--- config.mk ---
export PLATFORM = sky130hd
export DESIGN_NAME = latch_sync_debounce
export DESIGN_NICKNAME = d
export VERILOG_FILES = /design/src/rtl/latch_sync_pkg.sv /design/src/rtl/sync_ff_chain.sv /design/src/rtl/latch_sync_debounce.sv
export SDC_FILE = /design/constraint.sdc
export NUM_CORES = 1
export LEC_CHECK = 0
export CAP_MARGIN = 5
export CELL_PAD_IN_SITES_DETAIL_PLACEMENT = 1
export CELL_PAD_IN_SITES_GLOBAL_PLACEMENT = 1
export CORE_MARGIN = 10
export CORE_UTILIZATION = 36
export CTS_CLUSTER_SIZE = 12
export DETAILED_ROUTE_END_ITERATION = 10
export HOLD_SLACK_MARGIN = 0.08
export PLACE_DENSITY = 0.84
export SLEW_MARGIN = 20
export SYNTH_ARGS = -nofsm -noshare
export SYNTH_HDL_FRONTEND = slang
export SYNTH_SLANG_ARGS = --single-unit
--- constraint.sdc ---
create_clock -name clk -period 1.7 [get_ports clk]
set_input_delay 0.34 -clock clk [delete_from_list [all_inputs] [get_ports clk]]
set_output_delay 0.34 -clock clk [all_outputs]
set_load 0.005 [all_outputs]
--- src/rtl/latch_sync_pkg.sv ---
// Shared definitions for the latch-output synchroniser/debouncer: FSM state
// encodings and default parameter values.
package latch_sync_pkg;

  typedef enum logic [1:0] {
    STABLE_LO = 2'd0,
    CHK_HI    = 2'd1,
    STABLE_HI = 2'd2,
    CHK_LO    = 2'd3
  } state_t;

  localparam int DEF_SYNC_STAGES     = 2;
  localparam int DEF_DEBOUNCE_CYCLES = 4;
  localparam int DEF_CNT_W           = 8;

endpackage

--- src/rtl/sync_ff_chain.sv ---
// Plain multi-flop synchroniser chain with synchronous active-high reset.
// Reusable wherever an asynchronous level must be brought into a clock domain.
module sync_ff_chain #(
  parameter int SYNC_STAGES = 2
) (
  input  logic clk,
  input  logic reset,
  input  logic d,
  output logic q
);

  logic [SYNC_STAGES-1:0] chain;

  always_ff @(posedge clk) begin
    if (reset) chain <= '0;
    else       chain <= {chain[SYNC_STAGES-2:0], d};
  end

  assign q = chain[SYNC_STAGES-1];

endmodule

--- src/rtl/latch_sync_debounce.sv ---
// Synchronises and debounces a latch q output; emits a clean level, rise/fall
// pulses and a rising-edge counter. Optional LATCH_SYNC_GLITCH_CNT_EN adds glitch_count.
module latch_sync_debounce
  import latch_sync_pkg::*;
#(
  parameter int SYNC_STAGES     = DEF_SYNC_STAGES,
  parameter int DEBOUNCE_CYCLES = DEF_DEBOUNCE_CYCLES,
  parameter int CNT_W           = DEF_CNT_W
) (
  input  logic             clk,
  input  logic             reset,
  input  logic             async_in,
  input  logic             clear_cnt,
  output logic             level_out,
  output logic             rise_pulse,
  output logic             fall_pulse,
  output logic [CNT_W-1:0] edge_count,
  output logic             busy
`ifdef LATCH_SYNC_GLITCH_CNT_EN
  ,
  output logic [CNT_W-1:0] glitch_count
`endif
);

  localparam int CW = $clog2(DEBOUNCE_CYCLES);
  localparam logic [CW-1:0] CNT_LAST = CW'(DEBOUNCE_CYCLES - 1);

  logic             s;
  state_t           state, state_nx;
  logic [CW-1:0]    cnt, cnt_nx;
  logic             level_nx, rise_nx, fall_nx;
  logic [CNT_W-1:0] edge_nx;

  sync_ff_chain #(.SYNC_STAGES(SYNC_STAGES)) u_sync (
    .clk   (clk),
    .reset (reset),
    .d     (async_in),
    .q     (s)
  );

  always_ff @(posedge clk) begin
    if (reset) begin
      state      <= STABLE_LO;
      cnt        <= '0;
      level_out  <= 1'b0;
      rise_pulse <= 1'b0;
      fall_pulse <= 1'b0;
      edge_count <= '0;
    end else begin
      state      <= state_nx;
      cnt        <= cnt_nx;
      level_out  <= level_nx;
      rise_pulse <= rise_nx;
      fall_pulse <= fall_nx;
      edge_count <= edge_nx;
    end
  end

  always_comb begin
    state_nx = state;
    cnt_nx   = cnt;
    level_nx = level_out;
    rise_nx  = 1'b0;
    fall_nx  = 1'b0;
    case (state)
      STABLE_LO: if (s) begin
        state_nx = CHK_HI;
        cnt_nx   = CW'(1);
      end
      CHK_HI: begin
        if (!s) begin
          state_nx = STABLE_LO;
          cnt_nx   = '0;
        end else if (cnt == CNT_LAST) begin
          state_nx = STABLE_HI;
          cnt_nx   = '0;
          level_nx = 1'b1;
          rise_nx  = 1'b1;
        end else begin
          cnt_nx = cnt + 1'b1;
        end
      end
      STABLE_HI: if (!s) begin
        state_nx = CHK_LO;
        cnt_nx   = CW'(1);
      end
      CHK_LO: begin
        if (s) begin
          state_nx = STABLE_HI;
          cnt_nx   = '0;
        end else if (cnt == CNT_LAST) begin
          state_nx = STABLE_LO;
          cnt_nx   = '0;
          level_nx = 1'b0;
          fall_nx  = 1'b1;
        end else begin
          cnt_nx = cnt + 1'b1;
        end
      end
      default: begin
        state_nx = STABLE_LO;
        cnt_nx   = '0;
      end
    endcase
  end

  // clear_cnt wins over the old value but still counts a coincident acceptance
  always_comb begin
    edge_nx = edge_count;
    if (clear_cnt)    edge_nx = rise_nx ? CNT_W'(1) : '0;
    else if (rise_nx) edge_nx = edge_count + 1'b1;
  end

  assign busy = (state == CHK_HI) || (state == CHK_LO);

`ifdef LATCH_SYNC_GLITCH_CNT_EN
  logic reject;
  assign reject = ((state == CHK_HI) && !s) || ((state == CHK_LO) && s);

  always_ff @(posedge clk) begin
    if (reset)          glitch_count <= '0;
    else if (clear_cnt) glitch_count <= reject ? CNT_W'(1) : '0;
    else if (reject)    glitch_count <= glitch_count + 1'b1;
  end
`endif

endmodule

## After elaboration in Yosys (flattened, before gate mapping)

Index checks and enable logic that the tools add are counted.
Widths: inputs -> output; s select.

| storage, ports and cells | value |
|---|---|
| bits in writable memories | 0 |
| memories kept | 0 |
| register bits | 17 |
| latch bits | 0 |
| ROM bits | 0 |

| operators by class | value |
|---|---|
| bitwise gates (word level) | 1 |
| divide/modulo/power cells | 0 |
| eq/ne operators | 12 |
| multiplexer cells | 23 |
| shift-type cells | 0 |
| multiply operators | 0 |
| order comparisons | 0 |
| reductions and logical operators | 8 |
| add/sub/neg operators | 2 |

Operators by type and width:

| cell | number |
|---|---|
| $mux 2 | 10 |
| $mux 8 | 2 |
| $pmux 2 s4 | 2 |
| $add 8x1->8 const B | 1 |
| $mux 1 | 8 |
| $ne 2x2->1 const B | 4 |
| $eq 2x2->1 const B | 3 |
| $reduce_and 5->1 | 1 |
| $ne 2x1->1 const B | 2 |
| $reduce_and 4->1 | 1 |
| $reduce_bool 2->1 | 2 |
| $ne 3x2->1 const B | 1 |
| $ne 3x3->1 const B | 1 |
| $reduce_or 3->1 | 1 |
| $add 2x1->2 const B | 1 |
| $eq 2x1->1 const B | 1 |
| $logic_not 2->1 | 1 |
| $pmux 1 s2 | 1 |
| $reduce_and 2->1 | 1 |
| $logic_or 1x1->1 | 1 |
| $not 1->1 | 1 |

## Depth between registers and ports, before layout

Gate-level depths: netlist of the first run.

| logic depth | value |
|---|---|
| depth in word-level cells | 6 |
| depth in mapped cells | 5 |

## Hierarchy

From an unflattened synthesis of the first run, not the netlist that was laid out.

| second synthesis, totals | value |
|---|---|
| cell total of the unflattened synthesis | 76 |
| area total of the unflattened synthesis | 696.9 sq um |

By module, submodules not included:

| module | instances | cells each | area each (sq um) | seq. area each (sq um) |
|---|---|---|---|---|
| latch_sync_debounce | 1 | 72 | 644.4 | 300.3 |
| sync_ff_chain | 1 | 4 | 52.6 | 40.0 |

## Worst setup path before layout of the first run

Ideal clock, no wire load.

| timing | value |
|---|---|
| kind | flip-flop to flip-flop |
| start | register cnt[0] |
| end | register edge_count[7] |
| slack | 288 ps |
| data required time | 1628 ps |
| period minus slack after synthesis | 1412 ps |
| cell stages (with the launch flop) | 6 |
| path buffers | 1 |
| data arrival time | 1341 ps |
| cell sequence | dfxtp_1 -> ha_1 -> nand4b_4 -> buf_2 -> nor4_2 -> mux2i_1 |

| on the way | value |
|---|---|
| longest elaborated chain between the ends | 5 |

Ends and longest elaborated chain:

| what | RTL line | text |
|---|---|---|
| start: declaration | latch_sync_debounce.sv:30 | `logic [CW-1:0] cnt, cnt_nx;` |
| start signal: assignment | latch_sync_debounce.sv:51 | `cnt <= cnt_nx;` |
| $eq 2x2->1 | latch_sync_debounce.sv:74 | `end else if (cnt == CNT_LAST) begin` |
| $mux 1 | latch_sync_debounce.sv:74 |  |
| $mux 1 | latch_sync_debounce.sv:71 | `if (!s) begin` |
| $mux 1 | latch_sync_debounce.sv:65 | `case (state)` |
| $reduce_bool 2->1 (no source line) | - |  |
| end signal: assignment | latch_sync_debounce.sv:55 | `edge_count <= edge_nx;` |
| end: declaration | latch_sync_debounce.sv:17 | `output logic [CNT_W-1:0] edge_count,` |

No other way between the ends.
A chain may end at the register's enable or synchronous reset.

## Worst setup path after layout of the first run

| timing | value |
|---|---|
| start | register edge_count[3] |
| end | output port edge_count[3] |

No word-level cell between the ends.

==> results.tsv, run 1 <==
metric	value	unit
grt-ovfl-total	0	
syn_inst	81	
layout_commonest_cell	dfxtp_1	
num-nets-final	109	
dpl.hpwl	1.34	mm
dieHeight	65.8	um
ys_seq_area_frac	0.450	
drcViolationCount	0	
status	finished clean	
post_cts.repair.setup_buffers	0	
crit_slowest_cell	clkdlybuf4s50_1	
worstSetupPathType	reg -> out	
fin_tns_setup	0	ps
cts_made_buffers	3	
syn_area_per_cell	9.33	um^2
maxCapViolCount	0	
period_needed	1610	ps
path_delay_family	buffers and inverters	
layout-drive-gt1-share	0.158	
tightest_slew	273	ps
critPathCaptureType	output pin	
synth_xor_xnor_area_share	0.0232	
cts.sinks	17	
antenna_cells	0	
ys.flop_type	dfxtp_1	
p_per_area	676	nW/um^2
top_layer_used	met4	
htree_levels	1	
first_global_vias	653	
die_x	65.8	um
fin_ws	87.6	ps
num_io_pins	16	
met2WireLength	957	um
timing.slew.headroom	0.816	
slowest_delay	550	ps
setup_viol	0	
fmax	620	MHz
met3_length	126	um
ir_drop	447	uV
synth_cell_types	30	
wl_per_cell	14.6	um
synthArstFlopShare	0	
required	1360	ps
ys_ff_latch	17	
drt_iter0_drc	8	
synth-simple-area-share	0.267	
wirelength_met1	773	um
leakagePower	0.385	nW
initial_utilization	0.381	
vias	653	
postCtsHoldBufs	0	
drt_wl_total	1.87	mm
area_delta_synth_final	30.8	%
path_clk_slew	100	ps
antenna_found_initial	0	
final_cell_mix	dfxtp_1 (17), clkdlybuf4s50_1 (15), a21oi_1 (8)	
finalClockSkew	7.96	ps
grt_first_pass_wirelength	3.04	mm
syn_nets	88	
synthMuxAreaShare	0.0265	
final_max_slew_viol_count	0	
synth_edf_count	0	
hold_viol	0	
grt_max_degree	15	
num_rows	16	
ctsResizeCount	0	
root_buffer	clkbuf_4	
synth_top_family_by_area	simple AND/OR/NAND/NOR gates	
fp.coreArea	1980	um^2
track_usage	0.0897	
port_buffers	15	
rsz0062_at_grt	no	
cp_cell_sequence	clkdlybuf4s50_1	
postRouteAntennaNets	0	
synth_compound_area_frac	0.137	
critPathLaunchType	flop	
dp_worst_setup_slack	93.3	ps
clock_path_buffers	2	
path_buf_inv	1	
cts_tree	built	
dr.pass1.iters	6	
cp_max_fo	5	
synth_fa_ha_area_frac	0.0497	
clk_latency	290	ps
arrival	1270	ps
fin_crit_sh	0.948	
hold_path_class	reg -> reg	
yosys_warnings	0	
routabilityCongestion	0.736	
vias_per_cell	5.10	
die-area	4330	um^2
syn-cell-area	756	um^2
Yosys cell counts (2+ instances only):
library cell,n,area [um^2]
a21oi_1,8,40.0
buf_4,2,15.0
clkbuf_1,2,7.51
dfxtp_1,17,340
ha_1,3,37.5
mux2i_1,2,20.0
nand2_1,5,18.8
nand3_1,4,20.0
nand3b_1,2,15.0
nor2_1,6,22.5
nor2b_1,2,12.5
o21ai_0,4,20.0
o31ai_1,2,15.0
or2_2,2,12.5
or3_1,4,25.0
or4_1,2,15.0
stage by stage:
stage	hold WS, ps	std cells	power, W	instance area (um^2)	util
6_report	457	128	0.000668	988	0.499
5_1_grt	479	128	0.000701	988	0.499
4_1_cts	464	124	0.000680	958	0.484
3_5_place_dp	448	120	0.000460	931	0.470
3_3_place_gp	421	120	0.000458	931	0.470
2_1_floorplan	414	81	0.000440	756	-
kinds of logic (layout without fill, tap and decap cells):
kind of cell,count (synthesis),in the layout
buffers and inverters,7,27
muxes,2,2
DFF,17,17
AOI/OAI and AO/OA,18,18
adders and majority gates,3,3
and+or+nand+nor,32,32
xor gates and xnor gates,2,2
report_power, final:
part,switching (W),internal [W],leakage [nW]
registers,0.00000527,0.000404,0.138
logic,0.0000177,0.0000226,0.230
clock network,0.000130,0.0000876,0.0177
layout make-up:
| class | instances | area [um^2] |
|---|---|---|
| clock buffer | 3 | 22.5 |
| timing repair buffer | 22 | 203 |
| fill | 230 | 993 |
| inverter | 1 | 3.75 |
| sequential | 17 | 340 |
| clock inverter | 1 | 5.00 |
| tap | 27 | 33.8 |
| multi-input combinational | 57 | 380 |
worst paths after layout:
| check | from | endpoint | slack (ps) | cells after the start |
|---|---|---|---|---|
| max | edge_count[3] | edge_count[3] | 90 | 1 |
| min | u_sync.chain[0] | u_sync.chain[1] | 460 | 1 |
| max reg2reg | cnt[0] | edge_count[5] | 120 | 4 |
| min reg2reg | u_sync.chain[0] | u_sync.chain[1] | 460 | 1 |
sequential cells by signal (all words and copies together) (netlist names), named ones only:
signal / cells
fall_pulse: 1
u_sync.chain: 2
rise_pulse: 1
edge_count: 8
state: 1
cnt: 2
level_out: 1
routing by layer:
layer	track usage	vias up
li1	-	327
met1	0.102	307
met2	0.135	17
met3	0.0390	2
met4	0.0535	0
met5	0	-
(Power assumes the default switching activity.)
==> inputs of run 2 (changes only) <==
CORE_MARGIN = 2   (was 10)
==> results.tsv, run 2 (same netlist as run 1, synthesis figures left out) <==
metric	value	unit
startpoint	edge_count[2]	
crit_slowest_cell	clkdlybuf4s50_1	
cts_made_buffers	3	
final_cells	123	
use_met2	0.218	
seq_area	343	um^2
dp_cells	119	
sequentialPowerShare	0.620	
fin_ws	97.4	ps
cts.sinks	17	
num_rows	16	
initial_utilization	0.385	
cp_max_fo	6	
hold_viol	0	
postRouteAntennaNets	0	
antenna_cells	0	
cts_tree	built	
clk_latency	290	ps
drcViolationCount	0	
timing.slew.headroom	0.786	
tightest_slew	321	ps
multiInputGateArea	380	um^2
fillCellCount	250	
period_needed	1600	ps
maxCapViolCount	0	
met1_usage	0.190	
min_from	u_sync.chain[0]	
post_cts.repair.setup_buffers	0	
finalClockSkew	3.94	ps
largest_reg_flops	8	
top_register	edge_count	
drt_wl_total	1.58	mm
dieHeight	49.8	um
routabilityCongestion	0.755	
p_per_area	699	nW/um^2
dp_worst_setup_slack	108	ps
area_delta_synth_final	26.0	%
track_usage	0.148	
port_buffers	15	
arrival	1260	ps
fp.coreArea	1960	um^2
switching_share	0.223	
rsz0062_at_grt	no	
num-nets-final	104	
wl_per_cell	12.9	um
intPower	0.000517	W
layout-drive-gt1-share	0.125	
fin_area	952	um^2
path_clk_slew	100	ps
grt-ovfl-total	0	
path_delay_family	buffers and inverters	
fin_crit_sh	0.943	
fmax	624	MHz
clock_path_buffers	2	
grt_first_pass_wirelength	2.78	mm
top_usage_layer	met2	
setup_viol	0	
fin_tns_setup	0	ps
htree_levels	1	
dr.pass1.iters	2	
vias_per_cell	5.33	
antenna_found_initial	0	
ir_drop	356	uV
leakagePower	0.367	nW
first_global_vias	638	
die-area	2480	um^2
final_max_slew_viol_count	0	
required	1360	ps
drt_iter0_drc	6	
slowest_delay	540	ps
final_cell_mix	dfxtp_1 (15), clkdlybuf4s50_1 (15), a21oi_1 (8)	
vias	655	
dpl.hpwl	1.17	mm
use_met3	0.0394	
critPathLaunchType	flop	
clockPowerShare	0.328	
worstSetupPathType	reg -> out	
path_buf_inv	1	
die_x	49.8	um
critPathCaptureType	output pin	
root_buffer	clkbuf_4	
r2r-start	cnt[1]	
hold_path_class	reg -> reg	
p_comb_frac	0.053	
hold_ws	448	ps
status	finished clean	
p_switching	0.000149	W
placed_cell_area	923	um^2
num_io_pins	16	
grt_max_degree	11	
cp_cell_sequence	clkdlybuf4s50_1	
top_regs	edge_count (8), cnt (2), u_sync.chain (2)	
-- run 2: worst paths after layout --
check,end,depth (start not counted),slack [ps]
worst min-delay path,u_sync.chain[1],1,450
worst max register to register,edge_count[6],4,120
worst min register to register,u_sync.chain[1],1,450
worst max-delay path,edge_count[2],1,100
-- run 2: repair_timing --
item	in CTS	in global routing
cloned	0	0
hold buffers	0	0
gates resized for setup	1	1
endpoints found under the setup margin	1	1
-- run 2: power groups by stage --
stage | clock (W) | combinational [W] | sequential, W
global placement | 0 | 0.0000342 | 0.000421
detailed placement | 0 | 0.0000357 | 0.000421
CTS | 0.000228 | 0.0000356 | 0.000412
global route | 0.000249 | 0.0000392 | 0.000414
finish | 0.000218 | 0.0000350 | 0.000412
floorplan | 0 | 0.0000227 | 0.000417
-- run 2: per-layer routing --
metal,up-vias,part of all wire
met5,-,0
met4,0,0.029
met3,6,0.034
met2,13,0.47
met1,318,0.47
li1,318,-
-- run 2: per-stage QoR --
| stage | total power [W] | util |
|---|---|---|
| after global routing | 0.000701 | 0.485 |
| after global placement | 0.000455 | 0.471 |
| after floorplan | 0.000440 | - |
| after detailed placement | 0.000457 | 0.471 |
| after CTS | 0.000676 | 0.485 |
| final | 0.000665 | 0.485 |
-- run 2: final cells by class --
class	count	share of cell area
Clock buffer	4	0.0276
Inverter	1	0.00394
Multi-Input combinational cell	57	0.399
Sequential cell	17	0.360
Tap cell	27	0.0355
Timing Repair Buffer	17	0.173
==> inputs of run 3 (changes only) <==
HOLD_SLACK_MARGIN = not set   (was 0.08)
MAX_ROUTING_LAYER = met4   (was not set)
==> results.tsv, run 3 (same netlist as run 1, synthesis figures left out) <==
metric	value	unit
crit_slowest_cell	clkdlybuf4s50_1	
fmax	624	MHz
vias	655	
ir_drop	356	uV
required	1360	ps
met1_usage	0.192	
fin_tns_setup	0	ps
switching_share	0.223	
drt_wl_total	1.58	mm
cts_made_buffers	3	
post_cts.repair.setup_buffers	0	
placed_cell_area	923	um^2
critPathCaptureType	output pin	
grt_first_pass_wirelength	2.78	mm
worstSetupPathType	reg -> out	
wl_per_cell	12.9	um
leakagePower	0.367	nW
path_buf_inv	1	
path_delay_family	buffers and inverters	
maxCapViolCount	0	
critPathLaunchType	flop	
period_needed	1600	ps
p_comb_frac	0.053	
drt_iter0_drc	6	
antenna_found_initial	0	
postCtsHoldBufs	0	
grt-ovfl-total	0	
final_max_slew_viol_count	0	
cp_max_fo	6	
routabilityCongestion	0.765	
fin_crit_sh	0.943	
initial_utilization	0.385	
hold_path_class	reg -> reg	
path_clk_slew	100	ps
top_register	edge_count	
antenna_cells	0	
num-nets-final	104	
fp.coreArea	1960	um^2
track_usage	0.152	
htree_levels	1	
clock_path_buffers	2	
setup_viol	0	
area_delta_synth_final	26.0	%
die-area	2480	um^2
vias_per_cell	5.33	
fin_area	952	um^2
num_rows	16	
dr.pass1.iters	2	
tightest_slew	321	ps
clockPowerShare	0.328	
first_global_vias	638	
grt_max_degree	11	
cts.sinks	17	
port_buffers	15	
use_met3	0.0364	
rsz0062_at_grt	no	
arrival	1260	ps
die_x	49.8	um
drcViolationCount	0	
top_usage_layer	met2	
dpl.hpwl	1.17	mm
top_regs	edge_count (8), cnt (2), u_sync.chain (2)	
layout-drive-gt1-share	0.125	
dp_worst_setup_slack	108	ps
final_cell_mix	dfxtp_1 (15), clkdlybuf4s50_1 (15), a21oi_1 (8)	
p_per_area	699	nW/um^2
cts_tree	built	
intPower	0.000517	W
num_io_pins	16	
timing.slew.headroom	0.786	
sequentialPowerShare	0.620	
hold_viol	0	
finalClockSkew	3.94	ps
cp_cell_sequence	clkdlybuf4s50_1	
fin_ws	97.4	ps
postRouteAntennaNets	0	
p_switching	0.000149	W
largest_reg_flops	8	
use_met2	0.218	
clk_latency	290	ps
root_buffer	clkbuf_4	
slowest_delay	540	ps
post-route-util	0.485	
dieHeight	49.8	um
status	finished clean	
[run 3: cell counts in the layout (fill, tap and decap cells not counted)]
Identical to the previous run, type by type.
[run 3: final cells by class]
cell class	instances	area [um^2]
repair buffers	17	165
flip-flops and latches	17	343
fillers	250	1010
inverters	1	3.75
well taps	27	33.8
clock buffers	4	26.3
multi-input cells	57	380
[run 3: timing repair]
item,4_1_cts,5_1_grt
gates resized for setup,1,1
endpoints found under the setup margin,1,1
cloned,0,0
[run 3: per-layer routing]
layer / routed length [um] / up-vias
met3: 47 / 6
met2: 742 / 13
met4: 46 / 0
met1: 747 / 318
li1: - / 318
met5: 0 / -
[run 3: power by group through the flow]
stage               Sequential (W)  Clock, W  Combinational (W)
floorplan                 0.000417         0          0.0000227
global placement          0.000421         0          0.0000342
detailed placement        0.000421         0          0.0000357
CTS                       0.000412  0.000228          0.0000356
global route              0.000414  0.000249          0.0000392
finish                    0.000412  0.000218          0.0000350
[run 3: per-stage QoR]
| step | instances | total power, W | hold slack [ps] |
|---|---|---|---|
| 2_1_floorplan | 81 | 0.000440 | 414 |
| 3_3_place_gp | 119 | 0.000455 | 422 |
| 3_5_place_dp | 119 | 0.000457 | 427 |
| 4_1_cts | 123 | 0.000676 | 451 |
| 5_1_grt | 123 | 0.000701 | 472 |
| 6_report | 123 | 0.000665 | 448 |
[run 3: worst paths after layout]
kind,from,endpoint,slack (ps),depth (start not counted)
max reg2reg,cnt[1],edge_count[6],120,4
min,u_sync.chain[0],u_sync.chain[1],450,1
min reg2reg,u_sync.chain[0],u_sync.chain[1],450,1
max,edge_count[2],edge_count[2],100,1
